==> config.mk <==
export PLATFORM = sky130hd
export DESIGN_NAME = mc_ctrl_fsm
export DESIGN_NICKNAME = d
export VERILOG_FILES = /design/src/rtl/mc_ctrl_pkg.sv /design/src/rtl/mc_ctrl_decode.sv /design/src/rtl/mc_ctrl_fsm.sv
export SDC_FILE = /design/constraint.sdc
export NUM_CORES = 1
export LEC_CHECK = 0
export ABC_AREA = 1
export BUFFER_PORTS_ARGS = -buffer_cell sky130_fd_sc_hd__buf_2
export CORE_MARGIN = 2
export CORE_UTILIZATION = 33
export CTS_CLUSTER_DIAMETER = 120
export DETAILED_ROUTE_END_ITERATION = 7
export MAX_ROUTING_LAYER = met4
export PLACE_DENSITY = 0.71
export SYNTH_ARGS = -nofsm -noshare
export SYNTH_HDL_FRONTEND = slang
export SYNTH_SLANG_ARGS = --single-unit
==> constraint.sdc <==
create_clock -name clk -period 1.2 [get_ports clk]
set_clock_uncertainty 0.15 [all_clocks]
set_input_delay 0 -clock clk [delete_from_list [all_inputs] [get_ports clk]]
set_output_delay 0 -clock clk [all_outputs]
set_load 0.01 [all_outputs]
==> src/rtl/mc_ctrl_pkg.sv <==
// Shared encodings for the multi-cycle MIPS controller: states, opcodes, select values.
// Latency: n/a (types and constants only).
// Backpressure: n/a.
package mc_ctrl_pkg;

   typedef enum logic [2:0] {
      ST_FETCH  = 3'd0,
      ST_DECODE = 3'd1,
      ST_EXEC   = 3'd2,
      ST_MEM    = 3'd3,
      ST_WB     = 3'd4,
      ST_TRAP   = 3'd5
   } state_e;

   // Primary opcodes (IR[31:26])
   localparam logic [5:0] OP_RTYPE = 6'b000000;
   localparam logic [5:0] OP_ORI   = 6'b001101;
   localparam logic [5:0] OP_LUI   = 6'b001111;
   localparam logic [5:0] OP_LW    = 6'b100011;
   localparam logic [5:0] OP_SW    = 6'b101011;
   localparam logic [5:0] OP_BEQ   = 6'b000100;
   localparam logic [5:0] OP_J     = 6'b000010;
   localparam logic [5:0] OP_JAL   = 6'b000011;

   // R-type function codes (IR[5:0])
   localparam logic [5:0] FN_ADDU  = 6'b100001;
   localparam logic [5:0] FN_SUBU  = 6'b100011;
   localparam logic [5:0] FN_JR    = 6'b001000;

   localparam logic [1:0] NPC_PC4  = 2'd0;
   localparam logic [1:0] NPC_BR   = 2'd1;
   localparam logic [1:0] NPC_JMP  = 2'd2;
   localparam logic [1:0] NPC_REG  = 2'd3;

   localparam logic [1:0] EXT_SIGN = 2'd0;
   localparam logic [1:0] EXT_ZERO = 2'd1;
   localparam logic [1:0] EXT_LUI  = 2'd2;

   localparam logic [1:0] BSEL_RT  = 2'd0;
   localparam logic [1:0] BSEL_IMM = 2'd1;

   localparam logic [3:0] ALU_ADD  = 4'b0000;
   localparam logic [3:0] ALU_SUB  = 4'b0001;
   localparam logic [3:0] ALU_OR   = 4'b0011;

   localparam logic [1:0] A3_RD    = 2'd0;
   localparam logic [1:0] A3_RT    = 2'd1;
   localparam logic [1:0] A3_RA    = 2'd2;

   localparam logic [1:0] WD_ALU   = 2'd0;
   localparam logic [1:0] WD_DM    = 2'd1;
   localparam logic [1:0] WD_PC4   = 2'd2;

   typedef enum logic [3:0] {
      CL_RTYPE, CL_ORI, CL_LUI, CL_LW, CL_SW, CL_BEQ, CL_J, CL_JAL, CL_JR, CL_BAD
   } iclass_e;

   // I-type results land in rt; only R-type writes rd.
   function automatic logic wb_to_rt(input iclass_e c);
      return (c == CL_ORI) || (c == CL_LUI) || (c == CL_LW);
   endfunction

endpackage

==> src/rtl/mc_ctrl_decode.sv <==
// Classifies the held instruction into the controller's instruction classes.
// Latency: combinational, zero cycles.
// Backpressure: none; pure function of opcode/funct.
// Ports: opcode = IR[31:26], funct = IR[5:0]; iclass = decoded class (CL_BAD if unsupported).
module mc_ctrl_decode
   import mc_ctrl_pkg::*;
(
   input  logic [5:0] opcode,
   input  logic [5:0] funct,
   output iclass_e    iclass
);

   always_comb begin
      iclass = CL_BAD;
      case (opcode)
         OP_RTYPE: begin
            case (funct)
               FN_ADDU, FN_SUBU: iclass = CL_RTYPE;
               FN_JR:            iclass = CL_JR;
               default:          iclass = CL_BAD;
            endcase
         end
         OP_ORI:  iclass = CL_ORI;
         OP_LUI:  iclass = CL_LUI;
         OP_LW:   iclass = CL_LW;
         OP_SW:   iclass = CL_SW;
         OP_BEQ:  iclass = CL_BEQ;
         OP_J:    iclass = CL_J;
         OP_JAL:  iclass = CL_JAL;
         default: iclass = CL_BAD;
      endcase
   end

endmodule

==> src/rtl/mc_ctrl_fsm.sv <==
// Multi-cycle MIPS controller: sequences FETCH/DECODE/EXEC/MEM/WB and drives datapath selects/strobes.
// Latency: outputs combinational from state+IR; 2..5 cycles per instruction plus memory wait cycles.
// Backpressure: holds in MEM while dm_ready=0; TRAP is sticky until reset.
// Ports: clk, rst_n (async, active-low); IR/zero/dm_ready in; PC_WE, IR_WE, NPCsel, ExtOp, ALUasel,
//   ALUbsel, ALUOp, DM_RE, DM_WE, A3sel, WDsel, GRF_WE, illegal, state out.
//   With MC_CTRL_PERF_EN defined: cycle_cnt and instr_cnt performance counters are added.
module mc_ctrl_fsm
   import mc_ctrl_pkg::*;
(
   input  logic        clk,
   input  logic        rst_n,
   input  logic [31:0] IR,
   input  logic        zero,
   input  logic        dm_ready,
   output logic        PC_WE,
   output logic        IR_WE,
   output logic [1:0]  NPCsel,
   output logic [1:0]  ExtOp,
   output logic [1:0]  ALUasel,
   output logic [1:0]  ALUbsel,
   output logic [3:0]  ALUOp,
   output logic        DM_RE,
   output logic        DM_WE,
   output logic [1:0]  A3sel,
   output logic [1:0]  WDsel,
   output logic        GRF_WE,
   output logic        illegal,
   output logic [2:0]  state
`ifdef MC_CTRL_PERF_EN
   ,
   output logic [31:0] cycle_cnt,
   output logic [31:0] instr_cnt
`endif
);

   state_e  state_q, state_d;
   iclass_e iclass;
   logic    ir_unused;

   // Only opcode and funct steer control; register/immediate fields belong to the datapath.
   assign ir_unused = ^IR[25:6];

   mc_ctrl_decode u_decode (
      .opcode (IR[31:26]),
      .funct  (IR[5:0]),
      .iclass (iclass)
   );

   always_ff @(posedge clk or negedge rst_n) begin
      if (!rst_n) state_q <= ST_FETCH;
      else        state_q <= state_d;
   end

   always_comb begin
      state_d = state_q;
      PC_WE   = 1'b0;
      IR_WE   = 1'b0;
      NPCsel  = NPC_PC4;
      ExtOp   = EXT_SIGN;
      ALUbsel = BSEL_RT;
      ALUOp   = ALU_ADD;
      DM_RE   = 1'b0;
      DM_WE   = 1'b0;
      A3sel   = A3_RD;
      WDsel   = WD_ALU;
      GRF_WE  = 1'b0;
      illegal = 1'b0;
      // The register already sits in FETCH during reset; gating here keeps FETCH's
      // IR/PC loads from firing while rst_n is held low.
      if (rst_n) begin
         case (state_q)
            ST_FETCH: begin
               IR_WE   = 1'b1;
               PC_WE   = 1'b1;
               state_d = ST_DECODE;
            end
            ST_DECODE: begin
               case (iclass)
                  CL_J: begin
                     PC_WE   = 1'b1;
                     NPCsel  = NPC_JMP;
                     state_d = ST_FETCH;
                  end
                  CL_JAL: begin
                     PC_WE   = 1'b1;
                     NPCsel  = NPC_JMP;
                     GRF_WE  = 1'b1;
                     A3sel   = A3_RA;
                     WDsel   = WD_PC4;
                     state_d = ST_FETCH;
                  end
                  CL_JR: begin
                     PC_WE   = 1'b1;
                     NPCsel  = NPC_REG;
                     state_d = ST_FETCH;
                  end
                  CL_BAD:  state_d = ST_TRAP;
                  default: state_d = ST_EXEC;
               endcase
            end
            ST_EXEC: begin
               state_d = ST_WB;
               case (iclass)
                  CL_RTYPE: ALUOp = (IR[5:0] == FN_SUBU) ? ALU_SUB : ALU_ADD;
                  CL_ORI: begin
                     ExtOp   = EXT_ZERO;
                     ALUbsel = BSEL_IMM;
                     ALUOp   = ALU_OR;
                  end
                  CL_LUI: begin
                     ExtOp   = EXT_LUI;
                     ALUbsel = BSEL_IMM;
                  end
                  CL_LW, CL_SW: begin
                     ALUbsel = BSEL_IMM;
                     state_d = ST_MEM;
                  end
                  CL_BEQ: begin
                     ALUOp   = ALU_SUB;
                     PC_WE   = zero;
                     NPCsel  = zero ? NPC_BR : NPC_PC4;
                     state_d = ST_FETCH;
                  end
                  default: ;
               endcase
            end
            ST_MEM: begin
               DM_RE = (iclass == CL_LW);
               DM_WE = (iclass == CL_SW);
               if (dm_ready) state_d = (iclass == CL_LW) ? ST_WB : ST_FETCH;
            end
            ST_WB: begin
               GRF_WE  = 1'b1;
               A3sel   = wb_to_rt(iclass) ? A3_RT : A3_RD;
               WDsel   = (iclass == CL_LW) ? WD_DM : WD_ALU;
               state_d = ST_FETCH;
            end
            ST_TRAP: illegal = 1'b1;
            default: state_d = ST_FETCH;
         endcase
      end
   end

   assign ALUasel = 2'd0;
   assign state   = state_q;

`ifdef MC_CTRL_PERF_EN
   logic [31:0] cycle_cnt_q, cycle_cnt_d;
   logic [31:0] instr_cnt_q, instr_cnt_d;

   // An instruction retires whenever the FSM re-enters FETCH; reset entry is not a retirement.
   always_comb begin
      cycle_cnt_d = cycle_cnt_q + 32'd1;
      instr_cnt_d = instr_cnt_q;
      if ((state_d == ST_FETCH) && (state_q != ST_FETCH)) instr_cnt_d = instr_cnt_q + 32'd1;
   end

   always_ff @(posedge clk or negedge rst_n) begin
      if (!rst_n) begin
         cycle_cnt_q <= 32'd0;
         instr_cnt_q <= 32'd0;
      end else begin
         cycle_cnt_q <= cycle_cnt_d;
         instr_cnt_q <= instr_cnt_d;
      end
   end

   assign cycle_cnt = cycle_cnt_q;
   assign instr_cnt = instr_cnt_q;
`endif

endmodule

==> run_results.csv <==
group,metric,value,unit
yosys,avgSynthCellArea,5.24,um2
setup_path,path_max_fanout,3,
global_routing,grt_pass1_wl,3940,um
clock_tree,clockBufferDepth,2,
floorplan,ios,61,
global_routing,grt_max_degree,8,
setup_path,r2r_setup_slack,-0.39,ns
power_and_ir_drop,totalPowerFinal,0.444,mW
setup_path,worst-path-buf-inv,3,
yosys,yosys_warnings,0,
timing,clock.fmax,621,MHz
worst_hold_path,hold_path.class,"primary input to flip-flop",
timing,drv_slew,0,
power_and_ir_drop,comb_power_share,32.5,%
setup_path,rr_worst_depth,9,
power_and_ir_drop,power.leakage,0.742,nW
detailed_routing,drc,0,
setup_path,endpoint_kind,"output port",
detailed_routing,first_iter_violations,27,
timing,rsz0062_at_grt,"true",
placement,dp_slack,-0.247,ns
clock_tree,clockRootBuffer,"clkbuf_4",
power_and_ir_drop,switching_share,35.6,%
setup_path,critPathMaxStageDelay,0.40,ns
power_and_ir_drop,pwr-share-seq,22.9,%
finish,drive_above_1_share,53.3,%
finish,largest_reg_flops,3,
placement,dpl.hpwl,1770,um
setup_path,worstSetupPathType,"flip-flop to output port",
floorplan,fp.dieArea,2430,um2
power_and_ir_drop,p_per_area,355,nW/um2
timing,hold_viol,0,
yosys,yosysUniqueCellTypes,21,
setup_path,critPathArrivalTime,1.46,ns
placement,dpl_cell_area,1080,um2
detailed_routing,vias_per_cell,4.68,
global_routing,track_usage,20.8,%
floorplan,die_h,49.3,um
clock_tree,clock_latency,0.25,ns
worst_hold_path,hold_depth,6,
timing,final-setup-viol-count,20,
timing,fin_crit_sh,134,%
global_routing,grt.overflow.total,0,
yosys,yosysSeqAreaShare,11.1,%
status,violations,"negative setup slack",
timing,final.setup.tns,-6.45,ns
detailed_routing,first_pass_iters,4,
yosys,synthCells,129,
setup_path,worst_setup_path_start_kind,"flip-flop",
setup_path,cp_num_cells,7,
power_and_ir_drop,ir_drop,0.445,mV
flow_run,maxCapViolations,0,
detailed_routing,routed-via-count,1058,
finish,finish.instance_area,1250,um2
yosys,synth.ff_latch_count,3,
detailed_routing,drtAntennaViolNets,0,
setup_path,cpLargestDelayFamily,"buffers and inverters",
clock_tree,clock_sinks,3,
floorplan,std_cell_rows,16,
clock_tree,cts_tree,"yes",
clock_tree,htree_levels,1,
power_and_ir_drop,pwr-share-clk,44.6,%
detailed_routing,wire_per_inst,11.0,um
finish,syn_to_final_growth,85.6,%
floorplan,core-area,1940,um2
clock_tree,numCtsBuffers,3,
finish,antenna_cells,0,
power_and_ir_drop,p_int,0.286,mW
placement,portBuffers,35,
setup_path,path_cells,"inv_2, nand2_2, nor2_4, buf_4, nand2_4, nor3_4, buf_2",
global_routing,antenna_found_initial,0,
setup_path,crit_path_top_delay_cell,"dfrtp_1",
power_and_ir_drop,p_sw,0.158,mW
global_routing,grt_pass1_vias,941,
clock_tree,clk_pin_slew,0.04,ns
floorplan,start_util,34.8,%
finish,final_nets,236,
timing,fin_crit,1.61,ns
floorplan,die_x,49.3,um
yosys,syn_area,676,um2
timing,setup_ws,-0.409,ns
status,status,"finished, violations left",
setup_path,cp.required,1.05,ns
detailed_routing,drt_wl_total,2500,um
placement,place.gp.congestion,0.896,
[Yosys cell counts (all sizes together)]
master | instances | area [um2]
nor3b | 1 | 7.51
o21ai | 5 | 25.0
a31oi | 2 | 12.5
a21oi | 4 | 23.8
nor2 | 32 | 138
buf | 6 | 45.0
nor3 | 3 | 15.0
nand4 | 3 | 18.8
inv | 20 | 75.1
nand3 | 14 | 90.1
nand2 | 33 | 131
nand3b | 2 | 15.0
conb | 1 | 3.75
dfrtp | 3 | 75.1
[final cells by class]
class                           count  area, um2
Clock buffer                        4       26.3
Multi-Input combinational cell    104        594
Sequential cell                     3       77.6
Timing Repair Buffer               68        447
Fill cell                         172        688
Tap cell                           27       33.8
Inverter                           20       75.1
[cells in the final DEF, fill, tap and decap left out, drive strengths merged]
master,n
buf,67
nand2,33
nor2,32
inv,20
nand3,14
conb,5
o21ai,5
a21oi,4
clkbuf,4
nor3,3
nand4,3
dfrtp,3
nand3b,2
a31oi,2
nor3b,1
dlygate4sd3,1
[worst register-to-register path: cells and delay by family, from the launching register on]
family                 cells  cell delay, ns
AO/OA/AOI/OAI              1            0.09
buffers and inverters      3            0.36
flip-flops                 1            0.40
AND/OR/NAND/NOR            5            0.50
[metal layers]
layer / track usage, % / up-vias / share of wire, %
met5: - / - / 0
met3: 4.91 / 4 / 5.7
met1: 24.6 / 475 / 41
li1: - / 538 / -
met2: 36.9 / 41 / 52
met4: 1.43 / 0 / 1.6
[final timing paths]
check | start | end
worst max-delay path | state[1] | A3sel[1]
worst min-delay path | dm_ready | state[0]
worst max register to register | state[1] | state[2]
worst min register to register | state[1] | state[1]
max in group asynchronous | rst_n | state[0]
min in group asynchronous | rst_n | state[2]
[kinds of logic (layout without fill, tap and decap cells)]
family                 after synthesis  in the layout  share of synthesized area, %
other                                1              5                         0.555
and+or+nand+nor                     88             88                          61.5
DFF                                  3              3                          11.1
buffers and inverters               26             92                          17.8
AOI/OAI and AO/OA                   11             11                          9.07
[power by group through the flow]
stage | Combinational (mW) | Sequential [mW] | Clock, mW
after floorplan | 0.0800 | 0.103 | 0
after detailed placement | 0.135 | 0.103 | 0
after global routing | 0.162 | 0.101 | 0.224
after CTS | 0.139 | 0.102 | 0.193
final | 0.145 | 0.102 | 0.198
after global placement | 0.132 | 0.103 | 0
[metrics by stage]
| stage | std cells | utilization [%] | hold WS (ns) |
|---|---|---|---|
| 6_report | 226 | 64.6 | 0.0615 |
| 5_1_grt | 226 | 64.6 | 0.0596 |
| 4_1_cts | 222 | 61.4 | 0.0413 |
| 3_5_place_dp | 212 | 55.5 | -0.303 |
| 3_3_place_gp | 212 | 55.5 | -0.305 |
| 2_1_floorplan | 133 | - | -0.446 |
[timing repair]
item,CTS,global route
endpoints found under the hold margin,3,0
setup endpoints to repair,20,21
resized for setup,13,9
pin swaps,11,5
setup buffers,5,4
hold buffers,1,0
(Power assumes the default switching activity.)
